`src/rtl/morse_pkg.sv`:
```
// Shared Morse definitions: FSM states, letter pattern encoding and the A-H pattern table.
package morse_pkg;

  typedef enum logic [1:0] {IDLE, MARK, SPACE} state_t;

  // Symbols are LSB-aligned: the first symbol received sits at bit len-1.
  typedef struct packed {
    logic [2:0] len;
    logic [3:0] sym;
  } pattern_t;

  localparam pattern_t PAT_A = '{len: 3'd2, sym: 4'b0001};
  localparam pattern_t PAT_B = '{len: 3'd4, sym: 4'b1000};
  localparam pattern_t PAT_C = '{len: 3'd4, sym: 4'b1010};
  localparam pattern_t PAT_D = '{len: 3'd3, sym: 4'b0100};
  localparam pattern_t PAT_E = '{len: 3'd1, sym: 4'b0000};
  localparam pattern_t PAT_F = '{len: 3'd4, sym: 4'b0010};
  localparam pattern_t PAT_G = '{len: 3'd3, sym: 4'b0110};
  localparam pattern_t PAT_H = '{len: 3'd4, sym: 4'b0000};

  function automatic pattern_t letter_pat(input logic [2:0] letter);
    case (letter)
      3'd0:    return PAT_A;
      3'd1:    return PAT_B;
      3'd2:    return PAT_C;
      3'd3:    return PAT_D;
      3'd4:    return PAT_E;
      3'd5:    return PAT_F;
      3'd6:    return PAT_G;
      default: return PAT_H;
    endcase
  endfunction

endpackage

```
`src/rtl/morse_decoder_if.sv`:
```
// Unit stream in, decoded letter and status pulses out.
interface morse_decoder_if;
  logic       DotDashIn;
  logic       NewBitIn;
  logic [2:0] LetterOut;
  logic       LetterValid;
  logic       LetterError;

  modport master (output DotDashIn, NewBitIn, input LetterOut, LetterValid, LetterError);
  modport slave  (input DotDashIn, NewBitIn, output LetterOut, LetterValid, LetterError);
endinterface

```
`src/rtl/morse_lookup.sv`:
```
// Combinational pattern -> letter match against the shared A-H table.
module morse_lookup
  import morse_pkg::*;
(
  input  pattern_t   pat,
  output logic       match,
  output logic [2:0] letter
);

  always_comb begin
    match  = 1'b0;
    letter = 3'd0;
    for (int i = 0; i < 8; i++) begin
      if (pat == letter_pat(3'(i))) begin
        match  = 1'b1;
        letter = 3'(i);
      end
    end
  end

endmodule

```
`src/rtl/morse_decoder.sv`:
```
// Morse receiver: measures mark/space run lengths on strobed units and decodes letters A-H.
module morse_decoder
  import morse_pkg::*;
#(
  parameter int DASH_UNITS  = 3,
  parameter int GAP_UNITS   = 3,
  parameter int MAX_SYMBOLS = 4
) (
  input  logic           ClockIn,
  input  logic           Reset,
  morse_decoder_if.slave bus
);

  localparam logic [2:0] MARK_SAT = 3'd4;

  state_t     state;
  logic [2:0] mark_cnt;
  logic [2:0] space_cnt;
  logic [2:0] len;
  logic [3:0] sym;
  logic       err;
  logic [2:0] letter_q;
  logic       valid_q;
  logic       error_q;

  pattern_t   cur_pat;
  logic       match;
  logic [2:0] match_letter;

  assign cur_pat = '{len: len, sym: sym};

  morse_lookup u_lookup (
    .pat    (cur_pat),
    .match  (match),
    .letter (match_letter)
  );

  logic is_dot, is_dash, full, gap_done;
  assign is_dot   = (mark_cnt == 3'd1);
  assign is_dash  = (mark_cnt == 3'(DASH_UNITS));
  assign full     = (len == 3'(MAX_SYMBOLS));
  assign gap_done = ((space_cnt + 3'd1) == 3'(GAP_UNITS));

  always_ff @(posedge ClockIn) begin
    if (Reset) begin
      state     <= IDLE;
      mark_cnt  <= '0;
      space_cnt <= '0;
      len       <= '0;
      sym       <= '0;
      err       <= 1'b0;
      letter_q  <= '0;
      valid_q   <= 1'b0;
      error_q   <= 1'b0;
    end else begin
      valid_q <= 1'b0;
      error_q <= 1'b0;
      if (bus.NewBitIn) begin
        case (state)
          IDLE: begin
            if (bus.DotDashIn) begin
              mark_cnt <= 3'd1;
              sym      <= '0;
              len      <= '0;
              err      <= 1'b0;
              state    <= MARK;
            end
          end
          MARK: begin
            if (bus.DotDashIn) begin
              if (mark_cnt != MARK_SAT) mark_cnt <= mark_cnt + 3'd1;
            end else begin
              // A bad mark length still appends a symbol; err already condemns the letter.
              if (!(is_dot || is_dash)) err <= 1'b1;
              if (full) begin
                err <= 1'b1;
              end else begin
                sym <= {sym[2:0], ~is_dot};
                len <= len + 3'd1;
              end
              space_cnt <= 3'd1;
              state     <= SPACE;
            end
          end
          SPACE: begin
            if (bus.DotDashIn) begin
              if (space_cnt != 3'd1) err <= 1'b1;
              mark_cnt <= 3'd1;
              state    <= MARK;
            end else if (gap_done) begin
              if (!err && match) begin
                valid_q  <= 1'b1;
                letter_q <= match_letter;
              end else begin
                error_q <= 1'b1;
              end
              state <= IDLE;
            end else begin
              space_cnt <= space_cnt + 3'd1;
            end
          end
          default: state <= IDLE;
        endcase
      end
    end
  end

  assign bus.LetterOut   = letter_q;
  assign bus.LetterValid = valid_q;
  assign bus.LetterError = error_q;

endmodule

```
`src/flat_wrapper.sv`:
```
// flat-port wrapper written by rule: the top's interface ports become plain ports
module morse_decoder_flat import morse_pkg::*;
#(
  parameter int DASH_UNITS  = 3,
  parameter int GAP_UNITS   = 3,
  parameter int MAX_SYMBOLS = 4
)
  (ClockIn, Reset, bus_DotDashIn, bus_NewBitIn, bus_LetterOut, bus_LetterValid, bus_LetterError);
  morse_decoder_if bus_i ();
  input  logic ClockIn;
  input  logic Reset;
  input wire logic [$bits(bus_i.DotDashIn)-1:0] bus_DotDashIn;
  input wire logic [$bits(bus_i.NewBitIn)-1:0] bus_NewBitIn;
  output wire logic [$bits(bus_i.LetterOut)-1:0] bus_LetterOut;
  output wire logic [$bits(bus_i.LetterValid)-1:0] bus_LetterValid;
  output wire logic [$bits(bus_i.LetterError)-1:0] bus_LetterError;
  assign bus_i.DotDashIn = bus_DotDashIn;
  assign bus_i.NewBitIn = bus_NewBitIn;
  assign bus_LetterOut = bus_i.LetterOut;
  assign bus_LetterValid = bus_i.LetterValid;
  assign bus_LetterError = bus_i.LetterError;
  morse_decoder #(.DASH_UNITS(DASH_UNITS), .GAP_UNITS(GAP_UNITS), .MAX_SYMBOLS(MAX_SYMBOLS)) u_core (.ClockIn(ClockIn), .Reset(Reset), .bus(bus_i));
endmodule
```
`config.mk`:
```
export PLATFORM = sky130hd
export DESIGN_NAME = morse_decoder_flat
export DESIGN_NICKNAME = d
export VERILOG_FILES = /design/src/rtl/morse_pkg.sv /design/src/rtl/morse_decoder_if.sv /design/src/rtl/morse_lookup.sv /design/src/rtl/morse_decoder.sv /design/src/flat_wrapper.sv
export SDC_FILE = /design/constraint.sdc
export NUM_CORES = 1
export LEC_CHECK = 0
export CORE_MARGIN = 1
export CORE_UTILIZATION = 30
export CTS_CLUSTER_DIAMETER = 200
export CTS_CLUSTER_SIZE = 30
export DETAILED_ROUTE_END_ITERATION = 8
export PLACE_DENSITY = 0.46
export SETUP_SLACK_MARGIN = 0.2
export SYNTH_ARGS = -nofsm -noshare
export SYNTH_HDL_FRONTEND = slang
export SYNTH_SLANG_ARGS = --single-unit
```
`constraint.sdc`:
```
create_clock -name ClockIn -period 1.7 [get_ports ClockIn]
set_input_delay 0.34 -clock ClockIn [delete_from_list [all_inputs] [get_ports ClockIn]]
set_output_delay 0.34 -clock ClockIn [all_outputs]
set_load 0.02 [all_outputs]
```
Word-level counts from Yosys, hierarchy flattened

Index checks and enable logic that the tools add are counted.

Bits in registers: 21
Bits of input ports: 4
Output and inout port bits: 5
Word-level logic and storage cells: 106

Bitwise operators: 5
Reduce and logical (&&, ||, !) cells: 16
Muxes and demuxes: 45
Add/sub/neg operators: 3
Equal/unequal tests: 28

Operators with widths:

| kind                  | number |
|---|---|
| $mux W3               | 15 |
| $eq A7 B7 Y1 const B  | 4 |
| $eq A7 B6 Y1 const B  | 3 |
| $reduce_and A5 Y1     | 4 |
| $pmux W3 S2           | 3 |
| $mux W1               | 17 |
| $ne A2 B2 Y1 const B  | 7 |
| $mux W4               | 3 |
| $add A3 B1 Y3 const B | 3 |
| $mux W2               | 4 |
| $pmux W4 S2           | 1 |
| $eq A7 B5 Y1 const B  | 1 |
| $reduce_and A7 Y1     | 1 |
| $eq A3 B2 Y1 const B  | 2 |
| $ne A2 B1 Y1 const B  | 3 |
| $ne A3 B2 Y1 const B  | 2 |
| $pmux W2 S3           | 1 |
| $reduce_bool A2 Y1    | 3 |
| $not A1 Y1            | 5 |
| $reduce_or A5 Y1      | 1 |
| $reduce_and A4 Y1     | 1 |
| $eq A3 B1 Y1 const B  | 1 |
| $eq A3 B3 Y1 const B  | 1 |
| $ne A3 B1 Y1 const B  | 1 |
| other kinds (10)      | 10 |

Longest topological paths before layout

Depth after elaboration: 11
Gate-level depth with buffers: 7
Mapped depth without buffers: 6

Cells and area by module

From an unflattened synthesis, not the netlist that was laid out.

Cell total of the unflattened synthesis: 157
Area, all modules: 1351.3 um2

Modules (own cells, without submodules):

| module        | cells each | area each (um2) | sequential area each (um2) | instances |
|---|---|---|---|---|
| morse_decoder | 137        | 1204.9          | 420.4                      | 1 |
| morse_lookup  | 20         | 146.4           | 0.0                        | 1 |

Worst setup path before layout

No wires, ideal clock.

Path kind: register to register
From: register u_core.state[0]
To: register u_core.err
Buffers on the path: 1
Period minus slack after synthesis: 1.700 ns
Required time: 1.630 ns
Stages on the path, launching flop included: 8
Arrival: 1.630 ns
Setup slack: 0.000 ns
Library setup time: 0.070 ns
Cell sequence: dfxtp_1 > inv_1 > ha_1 > clkbuf_1 > nor3_1 > a21oi_1 > or4b_1 > a21oi_1

Longest elaborated chain between the ends: 3
Elaborated cells on any way between the ends: 11
Classes of those cells: 7 x eq/ne; 1 x mux; 3 x reduce/logical

RTL lines:

| what                                                 | RTL line            | RTL |
|---|---|---|
| start, declared                                      | morse_decoder.sv:16 | `state_t state;` |
| start signal, assigned                               | morse_decoder.sv:46 | `state <= IDLE;` |
| start signal, assigned                               | morse_decoder.sv:66 | `state <= MARK;` |
| start signal, assigned                               | morse_decoder.sv:82 | `state <= SPACE;` |
| $eq A2 B1 Y1, or another cell as far along           | morse_decoder.sv:59 | `case (state)` |
| $ne A3 B2 Y1 (no line), or another cell as far along | --                  |  |
| $reduce_and A7 Y1 (no line)                          | --                  |  |
| end signal, assigned                                 | morse_decoder.sv:65 | `err <= 1'b0;` |
| end signal, assigned                                 | morse_decoder.sv:74 | `if (!(is_dot \|\| is_dash)) err <= 1'b1;` |
| end signal, assigned                                 | morse_decoder.sv:76 | `err <= 1'b1;` |
| end, declared                                        | morse_decoder.sv:21 | `logic err;` |

Several ways; a longest one is shown, not always the timed one.
A chain may end at the register's enable or synchronous reset.

Worst setup path after layout

From: register u_core.mark_cnt[0]
To: register u_core.err

Longest elaborated chain between the ends: 4
Elaborated cells on any way between the ends: 5
Classes of those cells: 3 x eq/ne; 2 x reduce/logical

RTL lines:

| what                                                | RTL line                                 | RTL |
|---|---|---|
| start, declared                                     | morse_decoder.sv:17                      | `logic [2:0] mark_cnt;` |
| start signal, assigned                              | morse_decoder.sv:71                      | `if (mark_cnt != MARK_SAT) mark_cnt <= mark_cnt + 3'd1;` |
| $eq A3 B1 Y1 / $eq A3 B2 Y1 (equally long branches) | morse_decoder.sv:39, morse_decoder.sv:40 |  |
| $logic_or A1 B1 Y1 (*)                              | morse_decoder.sv:74                      |  |
| $ne A3 B2 Y1 (no line) (*)                          | --                                       |  |
| $reduce_and A7 Y1 (no line) (*)                     | --                                       |  |
| end signal, assigned                                | morse_decoder.sv:51                      | `err <= 1'b0;` |
| end signal, assigned                                | morse_decoder.sv:74                      |  |
| end signal, assigned                                | morse_decoder.sv:76                      |  |

Mark *: on every way between the ends. The rest lies on a longest branch, timed or not.

==> results.md <==
STA:
- Final hold analysis gives a worst-case slack of around 0.48 ns.
- The worst pin sits at a relative slew slack of 67.56%.
- The largest clock skew in the final design is 0.001122 ns.
- The count of final max-slew check failures is 0.
- The highest achievable clock rate is 0.5949 GHz.
- The worst path in the final design needs a cycle of 1.681 ns, including I/O delays and setup.
- For the pin with the worst max-slew slack, the measured transition is 0.4851 ns.
- The final critical path takes up 98.88% of the cycle.
- The total of endpoints with negative setup slack in the final report is 0.
- The number of hold violations in the final report was 0.
- Setup repair after global routing could not meet its margin everywhere.

Clock network:
- The tree is rooted in a sky130_fd_sc_hd__clkbuf_8.
- The number of buffers added by the clock tree synthesis step is 3.
- Clock-pin slew was measured on the worst setup and hold paths at approximately 0.090 ns.
- Clock latency on the worst-skew pair, taken at its later pin, is 0.26 ns.
- The total number of clock tree sinks is 21.
- The clock passes through at most 2 buffers.
- The TritonCTS clock tree is done.
- The H-tree depth is 1.
- The number of buffers added to fix hold violations after cts is 0.

Floorplan:
- In this run the count of I/O pins placed on the die edge is 9.
- The die outline width is approximately 70 µm.
- The floorplan step defined a die boundary enclosing a little under 5000 µm².
- The core region is 4384 µm².
- Measured along the y axis, the die boundary spans 69.95 µm.
- The number of standard-cell rows in the floorplan is 24.
- The effective utilization at floorplan is about a third.

Yosys:
- The area of the mapped netlist is 1385 µm².
- The post-synthesis cell type count is 43.
- Yosys mapped a number of flops with a built-in enable equal to 0.
- By area the synthesized netlist is led by sky130_fd_sc_hd__dfxtp_1 (30%), sky130_fd_sc_hd__ha_1 (14%), sky130_fd_sc_hd__a21oi_1 (6.1%).
- After synthesis, the mean cell area works out to ~8.6 µm².
- The most instantiated flip-flop cell in the synthesis netlist is sky130_fd_sc_hd__dfxtp_1.
- The net count after synthesis is ~180.
- The leading area contributor after synthesis is sky130_fd_sc_hd__dfxtp_1.
- In the synthesized netlist, the number of instances is approximately 160.
- The proportion of register bits with asynchronous set or reset after synthesis is 0%.
- The top-area cell type share of the netlist area is 30.35%.
- Counting flops and latches in the post-synthesis netlist gives 21.
- Yosys printed 0 warnings.
- The part of the Yosys area used for sequential elements is a little under a third.

Detailed routing:
- The wire length per cell after detailed routing is 15.34 µm.
- The detailed router's first-iteration violation count is 45.
- The number of vias after detailed routing is 1,343.
- The number of search-and-repair iterations in the first detailed-routing pass is 4.
- The routed wire length is just under 4000 µm.
- The via-per-instance ratio is 5.308.
- The number of nets still failing antenna checks after routing is 0.
- For this run, design rule violations remaining after detail routing come to 0.

Setup path:
- By startpoint and endpoint, the worst setup path is classified as register to register.
- In this design, the stage delay of the slowest critical-path cell is approximately 0.53 ns.
- STA classifies the critical path startpoint as a register.
- The arrival time reported for the critical path endpoint is ~1.9 ns.
- The dominant cell type by count on the critical path is sky130_fd_sc_hd__ha_4.
- The required time of the worst setup path is between 1.5 and 2 ns.
- The signal on the critical path passes through ha_4 -> ha_4 -> o211a_1 -> or4b_4 -> a21oi_2.
- The critical path endpoint category is a register.
- The cell type of the slowest stage on the worst timing path is sky130_fd_sc_hd__or4b_4.
- The highest fanout seen on the critical path is 3.

Global route:
- The initial antenna violation count came to 0.
- The global-route usage over all layers is 15.65%.
- The first global-routing pass estimated approximately 6100 µm of wire.
- The total grt overflow is 0.
- The layer flagged by global routing as most heavily used is met2.
- The global routing met3 resource utilization is ~2.3%.
- The met1 routing resource usage after global routing is around 20%.
- Entering global routing, the biggest net connects 13 pins.
- Global routing consumed, on the met2 layer, a little over a quarter of the routing resources.
- The via count of the first global-routing pass is approximately 1,300.

Cells and area:
- The repair_antennas step left the layout with diodes totalling 0.
- After the flow finishes, the layout carries non-filler instances totaling 253.
- The area added between synthesis and finish is 57.18%.
- Fill cells in the final layout number slightly above 400.
- The fraction of final layout cells with drive strength greater than 1 is 51.74%.
- The number of nets in the layout is approximately 220.

Place:
- The final estimated routing congestion in global placement is between 0.8 and 0.9.
- The number of port buffers is 8.
- The HPWL after detailed placement is 2467 µm.
- In this run, placement finished with an instance count of roughly 240.

Power:
- For this design the static power due to leakage is between 0.8 and 0.9 nW.
- The power density over the cells is 536.5 nW/µm².
- The worst-case vdd ir drop is roughly 260 µV.

Flow run:
- The number of max-cap violations is 0.

Run status:
- The run finished with clean final reports.

Worst hold path:
- The path class of the tightest hold or removal check is register to register.
## cell type report
cell class	count	area, µm²	area share, %
Multi-Input combinational cell	119	1171	53.79
Sequential cell	21	451.7	20.75
Timing Repair Buffer	43	372.9	17.13
Inverter	14	70.07	3.218
Tap cell	52	65.06	2.989
Clock buffer	3	41.29	1.897
Clock inverter	1	5.005	0.2299
## placed cells by master (no fill, tap or decap), types with 6 or more instances in the layout
cell type and n:
sky130_fd_sc_hd__a21oi_1 10, sky130_fd_sc_hd__a21oi_2 6, sky130_fd_sc_hd__buf_4 27, sky130_fd_sc_hd__buf_6 7, sky130_fd_sc_hd__dfxtp_1 12, sky130_fd_sc_hd__dfxtp_4 8
sky130_fd_sc_hd__dlygate4sd2_1 7, sky130_fd_sc_hd__ha_4 9, sky130_fd_sc_hd__inv_1 7, sky130_fd_sc_hd__nand2_1 6, sky130_fd_sc_hd__nand4_1 6, sky130_fd_sc_hd__nor2_1 7
## synthesized netlist by cell type (4+ instances only)
cell                       instances
sky130_fd_sc_hd__nand3_1           4
sky130_fd_sc_hd__nand3b_1          4
sky130_fd_sc_hd__nand2_1           7
sky130_fd_sc_hd__o21ai_0          10
sky130_fd_sc_hd__a21oi_1          17
sky130_fd_sc_hd__nand2b_1          5
sky130_fd_sc_hd__clkbuf_1          4
sky130_fd_sc_hd__inv_1            12
sky130_fd_sc_hd__nand4_1           6
sky130_fd_sc_hd__ha_1             16
sky130_fd_sc_hd__dfxtp_1          21
sky130_fd_sc_hd__nor2_1            9
## per-layer routing
layer | vias to the layer above | share of wire (%)
li1 | 664 | -
met1 | 650 | 45
met2 | 23 | 51
met3 | 6 | 2.4
met4 | 0 | 1.7
met5 | - | 0
## state kept, by name (all words and copies together), names as in the netlist
| register | cells |
|---|---|
| u_core.err | 1 |
| u_core.mark_cnt | 3 |
| u_core.len | 3 |
| u_core.state | 2 |
| u_core.space_cnt | 3 |
| u_core.bus.LetterOut | 3 |
| u_core.sym | 4 |
| u_core.bus.LetterError | 1 |
| u_core.bus.LetterValid | 1 |
## report_power, final
group	internal, W	total, W	switching, W	leakage (nW)
sequential	0.000493	0.000509	0.0000155	0.176
combinational	0.000159	0.000310	0.000151	0.628
clock	0.000164	0.000349	0.000185	0.0255
total	0.000816	0.00117	0.000352	0.830
## worst max-delay path: cells and delay by family (launching register included)
kind,cells,cell delay (ns)
simple gates,1,0.53
fa+ha+maj,2,0.33
compound gates,2,0.38
flops,1,0.38
## metrics by stage
stage / instance area [µm²] / setup slack (ns) / TNS [ns] / util (%) / total power (W)
2_1_floorplan: 1440 / 0.1421 / 0 / - / 0.0006456
3_3_place_gp: 1688 / -0.2477 / -3.030 / 38.50 / 0.0007117
3_5_place_dp: 1688 / -0.2808 / -3.516 / 38.50 / 0.0007159
4_1_cts: 1957 / 0.08243 / 0 / 44.63 / 0.001121
5_1_grt: 2177 / -0.01197 / -0.01197 / 49.66 / 0.001229
6_report: 2177 / 0.01904 / 0 / 49.66 / 0.001168
## what timing repair did
action                                 in CTS  in global routing
cloned                                      0                  0
buffers inserted                            8                  6
pin swaps                                  19                 19
setup endpoints to repair                  24                 20
endpoints found under the hold margin       0                  0
gates resized for setup                    41                 51
## final timing paths
check                                               to  cells past startpoint                            startpoint  slack, ns
setup / recovery               u_core.err$_SDFFE_PP0P_                      5       u_core.mark_cnt[0]$_SDFFE_PP0P_       0.02
hold / removal    u_core.bus.LetterOut[2]$_SDFFE_PP0P_                      2  u_core.bus.LetterOut[2]$_SDFFE_PP0P_       0.48
setup reg to reg               u_core.err$_SDFFE_PP0P_                      5       u_core.mark_cnt[0]$_SDFFE_PP0P_       0.02
hold reg to reg   u_core.bus.LetterOut[2]$_SDFFE_PP0P_                      2  u_core.bus.LetterOut[2]$_SDFFE_PP0P_       0.48
## kinds of logic (layout without fill, tap and decap cells)
logic type,count (synthesis),after routing,share of synthesized area [%]
simple gates,55,55,23.31
compound gates,43,43,21.86
flops,21,21,30.35
buf+inv,21,61,6.594
fa+ha+maj,16,16,14.45
mux,3,3,2.168
xor+xnor,2,2,1.265
(Power assumes the default switching activity.)
